[config.mk]
export PLATFORM = sky130hd
export DESIGN_NAME = avg_win_ctrl
export DESIGN_NICKNAME = d
export VERILOG_FILES = /design/src/rtl/avg_win_ctrl.sv
export SDC_FILE = /design/constraint.sdc
export NUM_CORES = 1
export LEC_CHECK = 0
export CAP_MARGIN = 20
export CELL_PAD_IN_SITES_DETAIL_PLACEMENT = 1
export CELL_PAD_IN_SITES_GLOBAL_PLACEMENT = 1
export CORE_MARGIN = 2
export CORE_UTILIZATION = 50
export CTS_CLUSTER_DIAMETER = 200
export DETAILED_ROUTE_END_ITERATION = 10
export HOLD_SLACK_MARGIN = 0.06
export PLACE_DENSITY_LB_ADDON = 0.1
export SLEW_MARGIN = 25
export SYNTH_ARGS = -nofsm -noshare
export SYNTH_HDL_FRONTEND = slang
export SYNTH_SLANG_ARGS = --single-unit
[constraint.sdc]
create_clock -name clk -period 18.4 [get_ports clk]
set_clock_uncertainty 0.1 [all_clocks]
set_input_delay 3.68 -clock clk [delete_from_list [all_inputs] [get_ports clk]]
set_output_delay 3.68 -clock clk [all_outputs]
set_load 0.05 [all_outputs]
[src/rtl/avg_win_ctrl.sv]
// avg_win_ctrl: sliding-window closest-to-average selector.
// Optional feature: define AVG_WIN_CTRL_FLUSH_EN to add a flush input
// that clears the window while idle in FILL/WAIT.
module avg_win_ctrl #(
    parameter int DW = 16,
    parameter int N  = 12
) (
    input  logic          clk,
    input  logic          reset,
`ifdef AVG_WIN_CTRL_FLUSH_EN
    input  logic          flush,
`endif
    input  logic [DW-1:0] din,
    input  logic          din_valid,
    output logic          din_ready,
    output logic [DW-1:0] dout,
    output logic          dout_valid,
    output logic          busy,
    output logic [3:0]    fill_cnt
);
    localparam int SW = DW + $clog2(N);
    localparam int AW = $clog2(N);
    localparam logic [2:0] FILL = 3'd0;
    localparam logic [2:0] WAIT = 3'd1;
    localparam logic [2:0] AVG  = 3'd2;
    localparam logic [2:0] SCAN = 3'd3;
    localparam logic [2:0] OUT  = 3'd4;

    logic [2:0]    state_q, state_d;
    logic [AW-1:0] wp_q, wp_d, si_q, si_d, cnt_q, cnt_d;
    logic [SW-1:0] sum_q, sum_d;
    logic [3:0]    fill_q, fill_d;
    logic [DW-1:0] avg_q, avg_d, best_q, best_d, bd_q, bd_d, dout_q, dout_d;
    logic          dv_q, dv_d;
    logic [DW-1:0] mem_q [N];
    logic          flush_w, xfer;
    logic [AW-1:0] wp_inc, si_inc;
    logic [DW-1:0] s, d;
    logic          take;

`ifdef AVG_WIN_CTRL_FLUSH_EN
    assign flush_w = flush;
`else
    assign flush_w = 1'b0;
`endif

    assign din_ready  = (state_q == FILL) || (state_q == WAIT);
    assign busy       = (state_q == AVG) || (state_q == SCAN) || (state_q == OUT);
    assign xfer       = din_valid && din_ready;
    assign fill_cnt   = fill_q;
    assign dout       = dout_q;
    assign dout_valid = dv_q;
    assign wp_inc     = (wp_q == AW'(N - 1)) ? '0 : wp_q + 1'b1;
    assign si_inc     = (si_q == AW'(N - 1)) ? '0 : si_q + 1'b1;
    assign s          = mem_q[si_q];
    assign d          = (s > avg_q) ? s - avg_q : avg_q - s;
    // Ties favour samples at or below the average; later ones replace earlier.
    assign take       = (s <= avg_q) ? (d <= bd_q) : (d < bd_q);

    // Next-state sequencing of fill, average, scan and output phases.
    always_comb begin
        state_d = state_q;
        wp_d    = wp_q;
        si_d    = si_q;
        cnt_d   = cnt_q;
        sum_d   = sum_q;
        fill_d  = fill_q;
        avg_d   = avg_q;
        best_d  = best_q;
        bd_d    = bd_q;
        dout_d  = dout_q;
        dv_d    = 1'b0;
        case (state_q)
            FILL, WAIT: begin
                if (flush_w) begin
                    state_d = FILL;
                    wp_d    = '0;
                    sum_d   = '0;
                    fill_d  = '0;
                end else if (xfer) begin
                    wp_d = wp_inc;
                    if (state_q == FILL) begin
                        sum_d   = sum_q + SW'(din);
                        fill_d  = fill_q + 4'd1;
                        state_d = (fill_q == 4'(N - 1)) ? AVG : FILL;
                    end else begin
                        sum_d   = sum_q - SW'(mem_q[wp_q]) + SW'(din);
                        state_d = AVG;
                    end
                end
            end
            AVG: begin
                avg_d   = DW'(sum_q / SW'(N));
                bd_d    = '1;
                best_d  = '0;
                si_d    = wp_q;
                cnt_d   = '0;
                state_d = SCAN;
            end
            SCAN: begin
                best_d  = take ? s : best_q;
                bd_d    = take ? d : bd_q;
                si_d    = si_inc;
                cnt_d   = cnt_q + 1'b1;
                state_d = (cnt_q == AW'(N - 1)) ? OUT : SCAN;
            end
            OUT: begin
                dout_d  = best_q;
                dv_d    = 1'b1;
                state_d = WAIT;
            end
            default: state_d = FILL;
        endcase
    end

    // Control and datapath registers with synchronous active-low reset.
    always_ff @(posedge clk) begin
        if (!reset) begin
            state_q <= FILL;
            wp_q    <= '0;
            si_q    <= '0;
            cnt_q   <= '0;
            sum_q   <= '0;
            fill_q  <= '0;
            avg_q   <= '0;
            best_q  <= '0;
            bd_q    <= '0;
            dout_q  <= '0;
            dv_q    <= 1'b0;
        end else begin
            state_q <= state_d;
            wp_q    <= wp_d;
            si_q    <= si_d;
            cnt_q   <= cnt_d;
            sum_q   <= sum_d;
            fill_q  <= fill_d;
            avg_q   <= avg_d;
            best_q  <= best_d;
            bd_q    <= bd_d;
            dout_q  <= dout_d;
            dv_q    <= dv_d;
        end
    end

    // Window storage; a flushed transfer is never written.
    always_ff @(posedge clk) begin
        if (xfer && !flush_w) mem_q[wp_q] <= din;
    end
endmodule

==> impl_metrics.json, run 1 <==
{
  "run_status": "finished clean",
  "synth_top_area_share_pct": 26.8,
  "layout_min_cycle_time_ns": 11.93,
  "grt_usage_pct": 30.5,
  "start_util_pct": 50.3,
  "first_iter_violations": 1300,
  "finalWorstSetupSlack_ns": 6.47,
  "yosys.cell_types.count": 118,
  "drive_gt1_share_pct": 12.1,
  "yosysSeqAreaShare_pct": 37.2,
  "setup_viol": 0,
  "fin_setup_tns_ns": 0,
  "power.total_uw": 2800,
  "rows": 76,
  "synth-main-ff-cell": "edfxtp_1",
  "synthTopCellsByArea": "edfxtp_1, dfxtp_1, mux4_2, ha_1, a21oi_1",
  "final_cells": 2748,
  "grt_pass1_wl_um": 106000,
  "p_per_area_nw_per_um2": 120,
  "peakVddDrop_mv": 0.104,
  "yosys_register_bits": 304,
  "tightest_slew_ns": 1.06,
  "portBuffers": 41,
  "syn_avg_cell_area_um2": 9.79,
  "drv_cap": 0,
  "cts_tree": "yes",
  "antenna_found_initial": 1,
  "htreeDepth": 1,
  "finalHoldViolations": 0,
  "critPathMaxFanout": 20,
  "area_growth_pct": 8.84,
  "io_pins": 42,
  "place_inst": 2692,
  "netlist_area_um2": 21500,
  "clkTransAtPathRegs_ns": 0.06,
  "gp_congestion": 0.863,
  "synthCells": 2200,
  "cp_slowest_cell": "dfxtp_1",
  "drc": 0,
  "vias_per_cell": 6.43,
  "synth_nets": 2334,
  "cts_hold_buf": 0,
  "fillers": 4732,
  "final-seq-area_um2": 8020,
  "clock_sinks": 304,
  "grt_pass1_vias": 18541,
  "die_x_um": 212,
  "finalCritPeriodShare_pct": 64.8,
  "cts_setup_buffers": 0,
  "crit_required_ns": 18.76,
  "routedWlPerCell_um": 24.7,
  "die_area_um2": 44700,
  "drv_slew": 0,
  "cts_buffers": 31,
  "coreArea_um2": 42800,
  "clk_latency_ns": 0.59,
  "maxSlewHeadroom_pct": 29.5,
  "r2r_setup_slack_ns": 6.47,
  "yosysMostFrequentCell": "nor2_1",
  "antenna_cells": 0,
  "synth_edf_count": 192,
  "critical_path_arrival_ns": 12.29,
  "dp_hpwl_um": 48300,
  "cts.repair.resized": 0,
  "ys_warn_count": 0,
  "gr-total-overflow": 0,
  "grt_max_degree": 87,
  "dr.pass1.iters": 5,
  "async_flop_share_pct": 0,
  "rsz0062_at_grt": "false",
  "layout.nets": 2313,
  "wl_um": 67900,
  "cts_buffer_depth": 3,
  "crit_path_end_kind": "flip-flop",
  "critPathMaxStageDelay_ns": 0.76,
  "static-leakage-power_uw": 0.00828,
  "synth_common_cells": "nor2_1, edfxtp_1, nand2_1",
  "multi_input_area_um2": 12500,
  "root_buffer": "clkbuf_16",
  "fmax_mhz": 83.9,
  "final_util_pct": 54.8,
  "critical_path_class": "reg2reg",
  "dp_slack_ns": 6.64,
  "die_height_um": 212,
  "setup.worst_path.start_class": "flip-flop",
  "yosysTopAreaCell": "edfxtp_1",
  "min_path_type": "reg2reg",
  "ant_nets": 0,
  "dr_total_vias": 17667
}
cells by family after synthesis:
group	share of synthesized area (%)
AND/OR/NAND/NOR	15.6
AO/OA/AOI/OAI	18.8
adder cells (fa/ha/maj)	7.34
XOR/XNOR	2.90
multiplexers	13.3
buffers and inverters	5.00
flip-flops	37.2
power by group:
group          internal [uW]  total, uW  leakage [uW]  switching, uW
Clock                    381        656      0.000501            275
Combinational            481       1380       0.00513            902
Sequential               738        765       0.00265           26.6
layer usage:
metal | vias up | wire length [um] | GRT usage, %
li1 | 8200 | - | -
met1 | 8849 | 29300 | 40.3
met2 | 489 | 32900 | 52.0
met3 | 129 | 3370 | 3.87
met4 | 0 | 2380 | 10.4
met5 | - | 0 | 0
stage by stage:
stage          instance area (um^2)  hold WS, ns
2_1_floorplan                 21500        0.332
3_3_place_gp                  22400        0.343
3_5_place_dp                  22400        0.349
4_1_cts                       23400        0.361
5_1_grt                       23400        0.382
6_report                      23400        0.358
cells in the final DEF, fill, tap and decap left out, types with 52 or more instances in the layout:
cell type | Yosys | final
nor2_1 | 203 | 202
edfxtp_1 | 192 | 192
nand2_1 | 178 | 178
a21oi_1 | 168 | 167
inv_1 | 156 | 156
o21ai_0 | 111 | 111
dfxtp_1 | 112 | 108
mux4_2 | 96 | 96
ha_1 | 96 | 96
mux2i_1 | 57 | 57
nand3_1 | 52 | 52
critical path: cells and delay by family (launching register included):
family / cells / cell delay [ns]
compound gates: 17 / 4.90
simple gates: 13 / 4.38
flops: 1 / 0.76
xor+xnor: 2 / 0.50
mux: 1 / 0.49
buf+inv: 1 / 0.35
fa+ha+maj: 1 / 0.29
final cells by class:
type	instances	area share (%)
clock buffer	44	3.66
clock inverter	12	0.785
timing repair buffer	65	2.52
tap	546	2.91
multi-input combinational	1616	53.3
sequential	304	34.2
inverter	161	2.58
path summary, 6_finish.rpt:
kind	startpoint	to	cells past startpoint
worst max-delay path	sum_q[17]	avg_q[0]	35
worst min register to register	dout[1]	dout[1]	2
worst max register to register	sum_q[17]	avg_q[0]	35
worst min-delay path	dout[1]	dout[1]	2
sequential cells by signal, summed over array words and instances, names as in the netlist, 3 cells and up, named ones only:
name / cells
cnt_q: 4
bd_q: 16
mem_q: 192
avg_q: 16
fill_cnt: 4
sum_q: 20
si_q: 4
state_q: 3
best_q: 16
dout: 16
wp_q: 4
(Power assumes the default switching activity.)
==> inputs of run 2 (changes only) <==
- clock period: 18.4 -> 11.5 ns (I/O delays scaled with it)
==> impl_metrics.json, run 2 (same netlist as run 1, synthesis figures left out) <==
{
  "area_growth_pct": 9.85,
  "crit_required_ns": 11.81,
  "p_per_area_nw_per_um2": 192,
  "tightest_slew_ns": 1.07,
  "cts_buffers": 34,
  "final_common_cell": "nor2_1",
  "cp_top_family": "compound AO/OA/AOI/OAI gates",
  "cp_slowest_cell": "dfxtp_1",
  "min_path_type": "reg2reg",
  "coreArea_um2": 42800,
  "setup_viol": 0,
  "gp_congestion": 0.883,
  "clk_latency_ns": 0.54,
  "drive_gt1_share_pct": 13.2,
  "die_height_um": 212,
  "run_status": "finished clean",
  "ant_nets": 0,
  "regMostFlops": "mem_q",
  "largest_registers": "mem_q: 192 flops, sum_q: 20 flops",
  "io_pins": 42,
  "fin_setup_tns_ns": 0,
  "rows": 76,
  "path_depth": 34,
  "antenna_found_initial": 3,
  "crit_path_end_kind": "flip-flop",
  "grt_pass1_wl_um": 107000,
  "min_from": "dout[12]",
  "final-seq-area_um2": 8020,
  "grt_pass1_vias": 18543,
  "htreeDepth": 2,
  "final_cell_mix": "nor2_1, edfxtp_1, nand2_1, a21oi_1, inv_1",
  "grt_usage_pct": 30.8,
  "gr-total-overflow": 0,
  "place_inst": 2701,
  "setup.worst_path.start_class": "flip-flop",
  "multi_input_area_um2": 12600,
  "dr_total_vias": 17764,
  "start_util_pct": 50.3,
  "grt_max_degree": 77,
  "root_buffer": "clkbuf_16",
  "routedWlPerCell_um": 24.6,
  "r2r-start": "sum_q[19]",
  "wl_um": 68100,
  "fmax_mhz": 93.7,
  "die_x_um": 212,
  "peakVddDrop_mv": 0.156,
  "cts_buffer_depth": 3,
  "critPathMaxStageDelay_ns": 0.54,
  "portBuffers": 41,
  "layout.nets": 2331,
  "cts_tree": "yes",
  "vias_per_cell": 6.42,
  "fillers": 4726,
  "min_to": "dout[12]",
  "static-leakage-power_uw": 0.00839,
  "dr.pass1.iters": 5,
  "drv_slew": 0,
  "r2r_setup_slack_ns": 0.82,
  "drv_cap": 0,
  "critPathMaxFanout": 14,
  "layout_min_cycle_time_ns": 10.68,
  "r2r_end": "avg_q[0]",
  "dp_hpwl_um": 48100,
  "final_cells": 2767,
  "critical_path_class": "reg2reg",
  "reg2reg_depth": 34,
  "rsz0062_at_grt": "false",
  "maxSlewHeadroom_pct": 28.4,
  "finalCritPeriodShare_pct": 92.8,
  "largest_reg_flops": 192,
  "cp_num_buf_inv": 1,
  "first_iter_violations": 1327,
  "clock_sinks": 304,
  "finalHoldViolations": 0,
  "critical_path_arrival_ns": 10.99,
  "clkTransAtPathRegs_ns": 0.06,
  "die_area_um2": 44700,
  "drc": 0,
  "hold-path-cell-count": 2
}
[run 2: cell count changes in the layout (fill, tap and decap cells not counted), moves of 3 or more]
cell | previous run | this run
buf_4 | 24 | 38
clkbuf_1 | 8 | 11
clkbuf_16 | 31 | 34
clkinv_2 | 1 | 4
[run 2: worst reg2reg max path: cells and delay by family (launching register included)]
| kind | cells | cell delay [ns] |
|---|---|---|
| AOI/OAI and AO/OA | 17 | 5.03 |
| xor gates and xnor gates | 1 | 0.28 |
| adders and majority gates | 1 | 0.37 |
| buffers and inverters | 1 | 0.13 |
| DFF | 1 | 0.54 |
| muxes | 1 | 0.42 |
| and+or+nand+nor | 13 | 3.73 |
[run 2: routing by layer]
layer  vias up  wire length (um)  track usage (%)
met3       110              3490             4.87
met5         -                13                0
li1       8207                 -                -
met4         2              1790             9.03
met1      8988             29600             40.7
met2       457             33200             52.4
[run 2: layout make-up]
type / instances / area share, %
antenna: 1 / 0.0106
clock buffer: 48 / 3.95
clock inverter: 11 / 0.481
inverter: 161 / 2.56
multi-input combinational: 1616 / 53.2
sequential: 304 / 33.9
tap: 546 / 2.89
timing repair buffer: 80 / 3.00
[run 2: where the power goes]
| part | switching (uW) | internal (uW) | total [uW] |
|---|---|---|---|
| Clock | 446 | 611 | 1060 |
| Sequential | 39.4 | 1180 | 1220 |
| Combinational | 1470 | 805 | 2270 |
[run 2: per-stage QoR]
stage	utilization, %	instance area (um^2)	total power, uW	worst slack [ns]	hold WS (ns)
after floorplan	-	21500	2870	2.16	0.332
after global placement	52.5	22500	3360	0.915	0.344
after detailed placement	52.5	22500	3410	0.364	0.352
after CTS	54.9	23500	4480	0.349	0.355
after global routing	55.3	23700	4810	0.0494	0.379
final	55.3	23700	4550	0.823	0.354
[run 2: worst max-delay path by stage]
stage | slack, ns | to | from
after floorplan | 2.16 | avg_q[0] | sum_q[16]
after global placement | 0.91 | avg_q[0] | sum_q[17]
after detailed placement | 0.36 | avg_q[0] | sum_q[18]
after CTS | 0.35 | avg_q[0] | sum_q[18]
after global routing | 0.05 | avg_q[0] | sum_q[19]
final | 0.82 | avg_q[0] | sum_q[19]
[run 2: repair_timing]
action                                  CTS  global route
buffers inserted                          0             5
hold buffers                              0             0
gates resized for setup                   0            16
endpoints found under the setup margin    0             2
